--- config.mk ---
export PLATFORM = sky130hd
export DESIGN_NAME = rr_request_arbiter
export DESIGN_NICKNAME = d
export VERILOG_FILES = /design/src/rtl/rr_request_arbiter.sv
export SDC_FILE = /design/constraint.sdc
export NUM_CORES = 1
export LEC_CHECK = 0
export CAP_MARGIN = 10
export CORE_AREA = 2 2 57 59
export DETAILED_ROUTE_END_ITERATION = 12
export DIE_AREA = 0 0 59 61
export PLACE_DENSITY_LB_ADDON = 0.1
export SLEW_MARGIN = 10
export SYNTH_ARGS = -nofsm -noshare
export SYNTH_HDL_FRONTEND = slang
export SYNTH_SLANG_ARGS = --single-unit
--- constraint.sdc ---
create_clock -name clk -period 6.95 [get_ports clk]
set_input_delay 1.39 -clock clk [delete_from_list [all_inputs] [get_ports clk]]
set_output_delay 1.39 -clock clk [all_outputs]
set_load 0.03 [all_outputs]
--- src/rtl/rr_request_arbiter.sv ---
// rtl/rr_request_arbiter.sv - round-robin request arbiter, registered one-hot grant held until release
// Optional hold limit enabled by defining ARB_TIMEOUT_EN.
module rr_request_arbiter #(
  parameter int N        = 8,
  parameter int IDXW     = 3,
  parameter int MAX_HOLD = 16
) (
  input  logic            clk,
  input  logic            rst_n,
  input  logic [N-1:0]    req,
  output logic [N-1:0]    grant,
  output logic [IDXW-1:0] grant_idx,
  output logic            grant_valid,
  output logic            timeout
);

  typedef enum logic {IDLE, GRANT} state_t;

  state_t          state, state_nxt;
  logic [IDXW-1:0] ptr, ptr_nxt;
  logic [IDXW-1:0] win_idx;
  logic            win_found;
  logic [N-1:0]    grant_nxt;
  logic [IDXW-1:0] idx_nxt;
  logic            hold_expired;

  // Scan downward from ptr with wrap; the first set request wins.
  always_comb begin
    logic [31:0] pos;
    win_found = 1'b0;
    win_idx   = '0;
    pos       = '0;
    for (int i = 0; i < N; i++) begin
      pos = (32'(ptr) + 32'(N) - 32'(i)) % 32'(N);
      if (!win_found && req[pos]) begin
        win_found = 1'b1;
        win_idx   = pos[IDXW-1:0];
      end
    end
  end

`ifdef ARB_TIMEOUT_EN
  localparam int HCW = $clog2(MAX_HOLD + 1);
  logic [HCW-1:0] hold_cnt;

  assign hold_expired = (hold_cnt == HCW'(MAX_HOLD - 1));

  always_ff @(posedge clk or negedge rst_n) begin
    if (!rst_n) begin
      hold_cnt <= '0;
      timeout  <= 1'b0;
    end else begin
      hold_cnt <= (state == GRANT) ? hold_cnt + HCW'(1) : '0;
      timeout  <= (state == GRANT) && req[grant_idx] && hold_expired;
    end
  end
`else
  assign hold_expired = 1'b0;
  assign timeout      = 1'b0;
`endif

  always_comb begin
    state_nxt = state;
    grant_nxt = grant;
    idx_nxt   = grant_idx;
    ptr_nxt   = ptr;
    case (state)
      IDLE: begin
        if (win_found) begin
          state_nxt          = GRANT;
          grant_nxt          = '0;
          grant_nxt[win_idx] = 1'b1;
          idx_nxt            = win_idx;
          ptr_nxt            = (win_idx == '0) ? IDXW'(N - 1) : win_idx - IDXW'(1);
        end
      end
      GRANT: begin
        // Release (owner drop or hold limit) always passes through IDLE first.
        if (!req[grant_idx] || hold_expired) begin
          state_nxt = IDLE;
          grant_nxt = '0;
          idx_nxt   = '0;
        end
      end
      default: begin
        state_nxt = IDLE;
        grant_nxt = '0;
        idx_nxt   = '0;
      end
    endcase
  end

  always_ff @(posedge clk or negedge rst_n) begin
    if (!rst_n) begin
      state     <= IDLE;
      grant     <= '0;
      grant_idx <= '0;
      ptr       <= IDXW'(N - 1);
    end else begin
      state     <= state_nxt;
      grant     <= grant_nxt;
      grant_idx <= idx_nxt;
      ptr       <= ptr_nxt;
    end
  end

  assign grant_valid = |grant;

endmodule
# Word-level counts from Yosys, hierarchy flattened
# Cells that the tools add are included.
# word_totals
inputBits,10
output_inout_bits,13
wordCells,92
regBits,15
# classes
eq_ne,2
n_addsub,9
n_mux,46
order_cmp,11
reduce_logical,19
bitwise,1
# ops
op,n
$lt A3 B4 Y1 const B,10
$mux W3,11
$bmux W1 S3,9
$mux W1,20
$mux W8,2
$pmux W8 S2,1
$sub A3 B3 Y3 const B,4
$logic_and A1 B1 Y1,8
$reduce_or A8 Y1,1
$logic_not A1 Y1,7
$pmux W3 S2,1
$sub A3 B1 Y3 const B,2
$sub A3 B2 Y3 const B,2
$ne A2 B2 Y1 const B,2
$reduce_and A2 Y1,2
$add A3 B1 Y3 const B,1
$demux W1 S3,1
$ge A3 B1 Y1 const B,1
$logic_not A3 Y1,1
$pmux W1 S2,1
$not A1 Y1,1

# Depth between registers and ports, before layout
# Gate-level depths: netlist of the first run.
# logic_depth
depth_word,31
ltp_mapped,17
ltp_nobuf,13

# Least setup slack after synthesis of the first run
# Ideal clock, no wire load.
# synth_path
path_kind,input to register
startpoint,in req[7]
endpoint,reg ptr[2]
required_ns,6.878
n_path_buf,0
arrival_ns,3.666
path_stages,10
path_slack_ns,3.212
setup_ns,0.072
path_cell_list,mux4_2 -> nor2b_1 -> a32o_1 -> a221o_1 -> a21o_1 -> a2bb2oi_2 -> inv_2 -> ha_1 -> ha_1 -> o21ai_1
# synth_via
elab_chain_cells,26
elab_cells_between_ends,50
cone_classes,add/sub (1); mux (33); reduce/logical (16)
# synth_lines
element,line_no,source
from (decl),10,"input logic [N-1:0] req,"
$bmux W1 S3,35,if (!win_found && req[pos]) begin
$mux W1 (implied by the code),35,
$mux W1,35,
$logic_not A1 Y1,35,
$logic_and A1 B1 Y1,35,
$mux W1,35,
$logic_not A1 Y1,35,
$logic_and A1 B1 Y1,35,
[... 10 more ...],n/a,
$logic_not A1 Y1,35,
$logic_and A1 B1 Y1,35,
$mux W1,35,
$logic_not A1 Y1,35,
$logic_and A1 B1 Y1,35,
$mux W3,35,
$sub A3 B1 Y3 or $logic_not A3 Y1 (tied branches),74,ptr_nxt = (win_idx == '0) ? IDXW'(N - 1) : win_idx - IDXW'(1);
$mux W3,74,
to (signal assigned),98,ptr <= IDXW'(N - 1);
to (signal assigned),103,ptr <= ptr_nxt;
to (decl),20,"logic [IDXW-1:0] ptr, ptr_nxt;"
# Several ways; a longest one is shown, not always the timed one. The select of a mux whose other input is x is not followed.
# A chain may end at the register's enable or synchronous reset.

# Worst setup path after layout of the first run
# Same ends and word-level chain as after synthesis.

==> flow_summary.ini, run 1 <==
[synth]
synthTopCellsByArea = mux4_2, dfrtp_1, dfstp_2, a32o_1, mux2i_1
synth_edf_count = 0
ys_seq_area_share_pct = 22.7
synth_nets = 166
postSynthCellCount = 152
synth_top_area_cell = mux4_2
synth_area_mm2 = 0.00167
ys.flop_type = dfrtp_1
ys.warnings.count = 0
ys_ff_latch = 15
synth.top_cell.area_share_pct = 18.9
avgSynthCellArea_um2 = 11.0
synth_most_common_cell = nand2_1
synthDistinctLibCells = 55
synth_common_cells = nand2_1, mux4_2, dfrtp_1
synth_async_sr_flop_share_pct = 100

[die]
io_pins = 23
die_w_um = 59
row_count = 20
core_area_mm2 = 0.00295
die_height_um = 61
dieArea_mm2 = 0.00360
start_util_pct = 56.5

[critical_path]
r2r-end = ptr[2]$_DFFE_PN1P_
cp.required_ps = 7160
rr_startpoint = ptr[0]$_DFFE_PN1P_
reg2reg_depth = 12
path_max_fanout = 8
endpoint_kind = register
slowest_delay_ps = 620
critPathMostFrequentCell = ha_1
start_kind = primary input
cpMaxStageDelayCell = mux4_2
cp.arrival_ps = 4530
path_class = in2reg
cp_cell_sequence = clkdlybuf4s50_1 > mux4_2 > nor2b_1 > a32o_1 > a221o_1 > a21o_1 > a2bb2oi_2 > inv_2 > ha_1 > ha_1 > o21ai_1
worst-r2r-setup-slack_ps = 2930

[grt]
grt_pass1_vias = 1253
grt_usage_pct = 22.5
antenna_found_initial = 0
grt_max_degree = 23
grt_pass1_wl_um = 6090
grt.overflow.total = 0

[route]
drc = 0
wire_per_inst_um = 19.1
via_per_inst = 6.78
ant_nets = 0
top_layer_used = met4
via_count = 1350
postRouteWirelength_um = 3810
wl_met1_um = 1660
dr.first_iter.drc_count = 74
wl_met2_um = 1980
dr.pass1.iters = 5
wl_met3_um = 152

[sta]
max_freq_mhz = 231
slew_headroom_pct = 55.8
hold_viol_final = 0
rsz0062_at_grt = false
setup_viol = 0
finalSetupTns_ps = 0
tightest_slew_ps = 661
post-route-min-period_ps = 4320
min_period_over_period_pct = 62.2
slew_viol_final = 0
fin_skew_ps = 5.14

[clocking]
post_cts_buffers = 0
cts_tree = built
cts_resized = 0
worstSkewPairLatency_ps = 270
cts_made_buffers = 3
clock-sinks = 15
clk_pin_slew_ps = 90
clk_path_buf_depth = 2
cts_max_level = 1
holdBufCountCts = 0
root_buffer = clkbuf_4

[place]
gp_congestion = 0.970
placed_cell_area_mm2 = 0.00185
port_buffers = 21
hpwl_um = 2930

[final_layout]
area_delta_synth_final_pct = 12.4
fin_nets = 181
final_layout_size_suffix_gt1_share_pct = 26.5
fin_area_mm2 = 0.00188
antenna_cells = 0

[min_path]
worstHoldEndpoint = grant[5]$_DFFE_PN0P_
holdPathStages = 2
hold_path.class = reg2reg
hold_start = grant[5]$_DFFE_PN0P_

[job]
drv_cap = 0

[status]
outcome = finished clean
==> kinds of logic (layout without fill, tap and decap cells) <==
kind of cell / Yosys count / in the layout / share of synthesized area [%]
buffers and inverters: 18 / 32 / 5.92
adders and majority gates: 4 / 4 / 3.00
AOI/OAI and AO/OA: 44 / 44 / 25.5
other: 1 / 1 / 0.225
and+or+nand+nor: 40 / 40 / 12.8
muxes: 27 / 27 / 28.3
xor gates and xnor gates: 3 / 3 / 1.57
DFF: 15 / 15 / 22.7
==> worst max path at each step <==
stage,from,to,slack [ps]
after global routing,req[6],ptr[2]$_DFFE_PN1P_,2560
after detailed placement,req[7],ptr[2]$_DFFE_PN1P_,2390
after global placement,req[7],ptr[2]$_DFFE_PN1P_,2410
after floorplan,req[7],ptr[2]$_DFFE_PN1P_,3210
final,req[7],ptr[2]$_DFFE_PN1P_,2630
after CTS,req[7],ptr[2]$_DFFE_PN1P_,2660
==> worst max-delay path, delay by kind of cell <==
kind / cells / cell delay, ps
AO/OA/AOI/OAI: 5 / 1280
adder cells (fa/ha/maj): 2 / 490
multiplexers: 1 / 620
buffers and inverters: 2 / 590
AND/OR/NAND/NOR: 1 / 170
==> cell type report <==
class / count / area [um2]
flip-flops and latches: 15 / 379
inverters: 7 / 28.8
fillers: 237 / 1080
repair buffers: 21 / 210
clock buffers: 4 / 26.3
multi-input cells: 119 / 1190
well taps: 33 / 41.3
==> per-stage QoR <==
step	setup slack, ps	util (%)	hold WS (ps)	instances
after floorplan	3210	-	486	152
after global placement	2410	62.7	499	195
after detailed placement	2390	62.7	497	195
after CTS	2660	63.6	516	199
after global routing	2560	63.6	533	199
final	2630	63.6	512	199
==> flip-flops by register name (all words and copies together) (netlist names) <==
| signal | count |
|---|---|
| grant | 8 |
| grant_idx | 3 |
| ptr | 3 |
| state | 1 |
==> cells in the final DEF (no fill, tap or decap), drive strengths merged, types with 4 or more instances in the layout <==
cell type	count
nand2	16
mux4	14
dfrtp	12
o41ai	4
o21ai	5
mux2i	8
nor2	6
clkbuf	4
ha	4
inv	7
a32o	8
clkdlybuf4s50	21
nand3	5
mux2	5
==> metal layers <==
layer  vias to the layer above  track usage [%]
met5                         -                0
met4                         0             4.55
met3                         2             2.13
met2                        46             40.0
met1                       663             30.2
li1                        639                -
Power of run 1 is left out: the tool's default activity adds up to more than one toggle a clock period on the data nets, which glitch-free logic cannot reach.
==> run 2: changes to the inputs <==
--- a/config.mk
+++ b/config.mk
@@ -6,9 +6,9 @@
 export NUM_CORES = 1
 export LEC_CHECK = 0
 export CAP_MARGIN = 10
-export CORE_AREA = 2 2 57 59
+export CORE_AREA = 2 2 61 63
 export DETAILED_ROUTE_END_ITERATION = 12
-export DIE_AREA = 0 0 59 61
+export DIE_AREA = 0 0 63 65
 export PLACE_DENSITY_LB_ADDON = 0.1
 export SLEW_MARGIN = 10
 export SYNTH_ARGS = -nofsm -noshare
==> constraint.sdc (replaced) <==
create_clock -name clk -period 3.91 [get_ports clk]
set_input_delay 0.782 -clock clk [delete_from_list [all_inputs] [get_ports clk]]
set_output_delay 0.782 -clock clk [all_outputs]
set_load 0.03 [all_outputs]
==> run 2 against run 1 <==
  * Setup slack got worse by 2200 ps
  * Non-clock buffer count grew 9
  * Count of clock-buffer cells in the layout decreased by 1
  * Critical path type unchanged
  * Global-route usage decreased by 1.0 points
  * Flip-flop and latch count did not move
  * Critical path depth unchanged
==> flow_summary.ini, run 2 (synthesis gave the netlist of run 1 again) <==
[clocking]
root_buffer = clkbuf_4
clk_path_buf_depth = 2
worstSkewPairLatency_ps = 290
cts_made_buffers = 3
post_cts_buffers = 0
cts_tree = built
clk_pin_slew_ps = 90
clock-sinks = 15
holdBufCountCts = 0
cts_max_level = 1
cts_resized = 0

[grt]
grt_pass1_wl_um = 6820
antenna_found_initial = 0
grt_max_degree = 19
grt_usage_pct = 21.5
grt.overflow.total = 0
grt_pass1_vias = 1370

[die]
core_area_mm2 = 0.00350
io_pins = 23
row_count = 22
die_height_um = 65
start_util_pct = 47.7
die_w_um = 63
dieArea_mm2 = 0.00410

[critical_path]
path_delay_family = compound AO/OA/AOI/OAI gates
cp_cell_sequence = clkdlybuf4s50_1 > mux4_2 > nor2b_1 > a32o_1 > a221o_1 > a21o_1 > a2bb2oi_2 > inv_2 > ha_1 > ha_1 > o21ai_1
path_max_fanout = 8
rr_startpoint = ptr[0]$_DFFE_PN1P_
path_class = in2reg
r2r-end = ptr[2]$_DFFE_PN1P_
cp.arrival_ps = 3670
start_kind = primary input
cpMaxStageDelayCell = mux4_2
slowest_delay_ps = 580
cp.required_ps = 4140
endpoint_kind = register
crit_buf_inv = 2
reg2reg_depth = 11
worst-r2r-setup-slack_ps = 480
critPathMostFrequentCell = ha_1

[sta]
slew_headroom_pct = 55.4
slew_viol_final = 0
tightest_slew_ps = 667
post-route-min-period_ps = 3440
finalSetupTns_ps = 0
hold_viol_final = 0
setup_viol = 0
min_period_over_period_pct = 88.0
fin_skew_ps = 7.92
rsz0062_at_grt = false
max_freq_mhz = 291

[final_layout]
final_cell_mix = clkdlybuf4s50_1, nand2_1, mux4_2
final_common_cell = clkdlybuf4s50_1
antenna_cells = 0
multi_input_area_mm2 = 0.00119
fin_area_mm2 = 0.00196
register_area_um2 = 379
fin_nets = 190
postLayoutCoreUtil_pct = 56.2
reg.largest.list = grant: 8 flops, grant_idx: 3 flops, ptr: 3 flops
final_layout_size_suffix_gt1_share_pct = 30.9
regMostFlops = grant
area_delta_synth_final_pct = 17.7
largest_reg_flops = 8
fill_cells = 325

[route]
dr.pass1.iters = 4
via_count = 1392
postRouteWirelength_um = 3980
via_per_inst = 6.24
wire_per_inst_um = 17.9
ant_nets = 0
drc = 0
dr.first_iter.drc_count = 65

[status]
outcome = finished clean

[min_path]
worstHoldEndpoint = ptr[2]$_DFFE_PN1P_
hold_start = ptr[2]$_DFFE_PN1P_
hold_path.class = reg2reg
holdPathStages = 2

[place]
port_buffers = 21
hpwl_um = 3100
gp_congestion = 0.867
placed_cell_area_mm2 = 0.00194

[job]
drv_cap = 0
-- run 2: cell types whose count changed in the layout (fill, tap and decap cells not counted), sizes merged --
cell	previous run	this run
clkinv	0	1
buf	0	9
clkbuf	4	3
-- run 2: worst max path at each step --
stage	from	to	slack [ps]	cells after the start
after floorplan	ptr[0]$_DFFE_PN1P_	ptr[2]$_DFFE_PN1P_	390	15
after global placement	req[7]	ptr[2]$_DFFE_PN1P_	190	11
after detailed placement	req[7]	ptr[2]$_DFFE_PN1P_	180	11
after CTS	ptr[0]$_DFFE_PN1P_	ptr[2]$_DFFE_PN1P_	470	12
after global routing	ptr[0]$_DFFE_PN1P_	ptr[2]$_DFFE_PN1P_	220	11
final	req[7]	ptr[2]$_DFFE_PN1P_	470	11
-- run 2: per-stage QoR --
stage | hold WS [ps] | instances | setup WS [ps]
floorplan | 486 | 152 | 391
global placement | 491 | 219 | 188
detailed placement | 498 | 219 | 184
CTS | 518 | 223 | 474
global route | 538 | 223 | 222
finish | 516 | 223 | 470
-- run 2: worst min-delay path, stage by stage, from the launching register on --
cell     delay [ps]
dfstp_2         410
nand2_1          60
o21ai_1          50
-- run 2: layout make-up --
type,count,area share (%)
Clock buffer,3,1.15
Clock inverter,1,0.255
Inverter,7,1.46
Multi-Input combinational cell,119,60.6
Sequential cell,15,19.3
Tap cell,48,3.06
Timing Repair Buffer,30,14.1
-- run 2: routing by layer --
metal / GRT usage [%] / share of wire [%] / vias to the layer above
met3: 1.74 / 4.8 / 4
met5: 0 / 0 / -
met4: 8.89 / 1.4 / 0
met1: 27.7 / 43 / 682
li1: - / - / 654
met2: 37.2 / 51 / 52
Power of run 2 is left out for the same reason.
==> run 3: changes to the inputs <==
--- a/config.mk
+++ b/config.mk
@@ -7,6 +7,7 @@
 export LEC_CHECK = 0
 export CAP_MARGIN = 10
 export CORE_AREA = 2 2 61 63
+export CTS_CLUSTER_DIAMETER = 50
 export DETAILED_ROUTE_END_ITERATION = 12
 export DIE_AREA = 0 0 63 65
 export PLACE_DENSITY_LB_ADDON = 0.1
==> results of run 3 <==
No change in the layout: final DEF, timing and power equal those of run 2.
Power of run 3 is left out for the same reason.
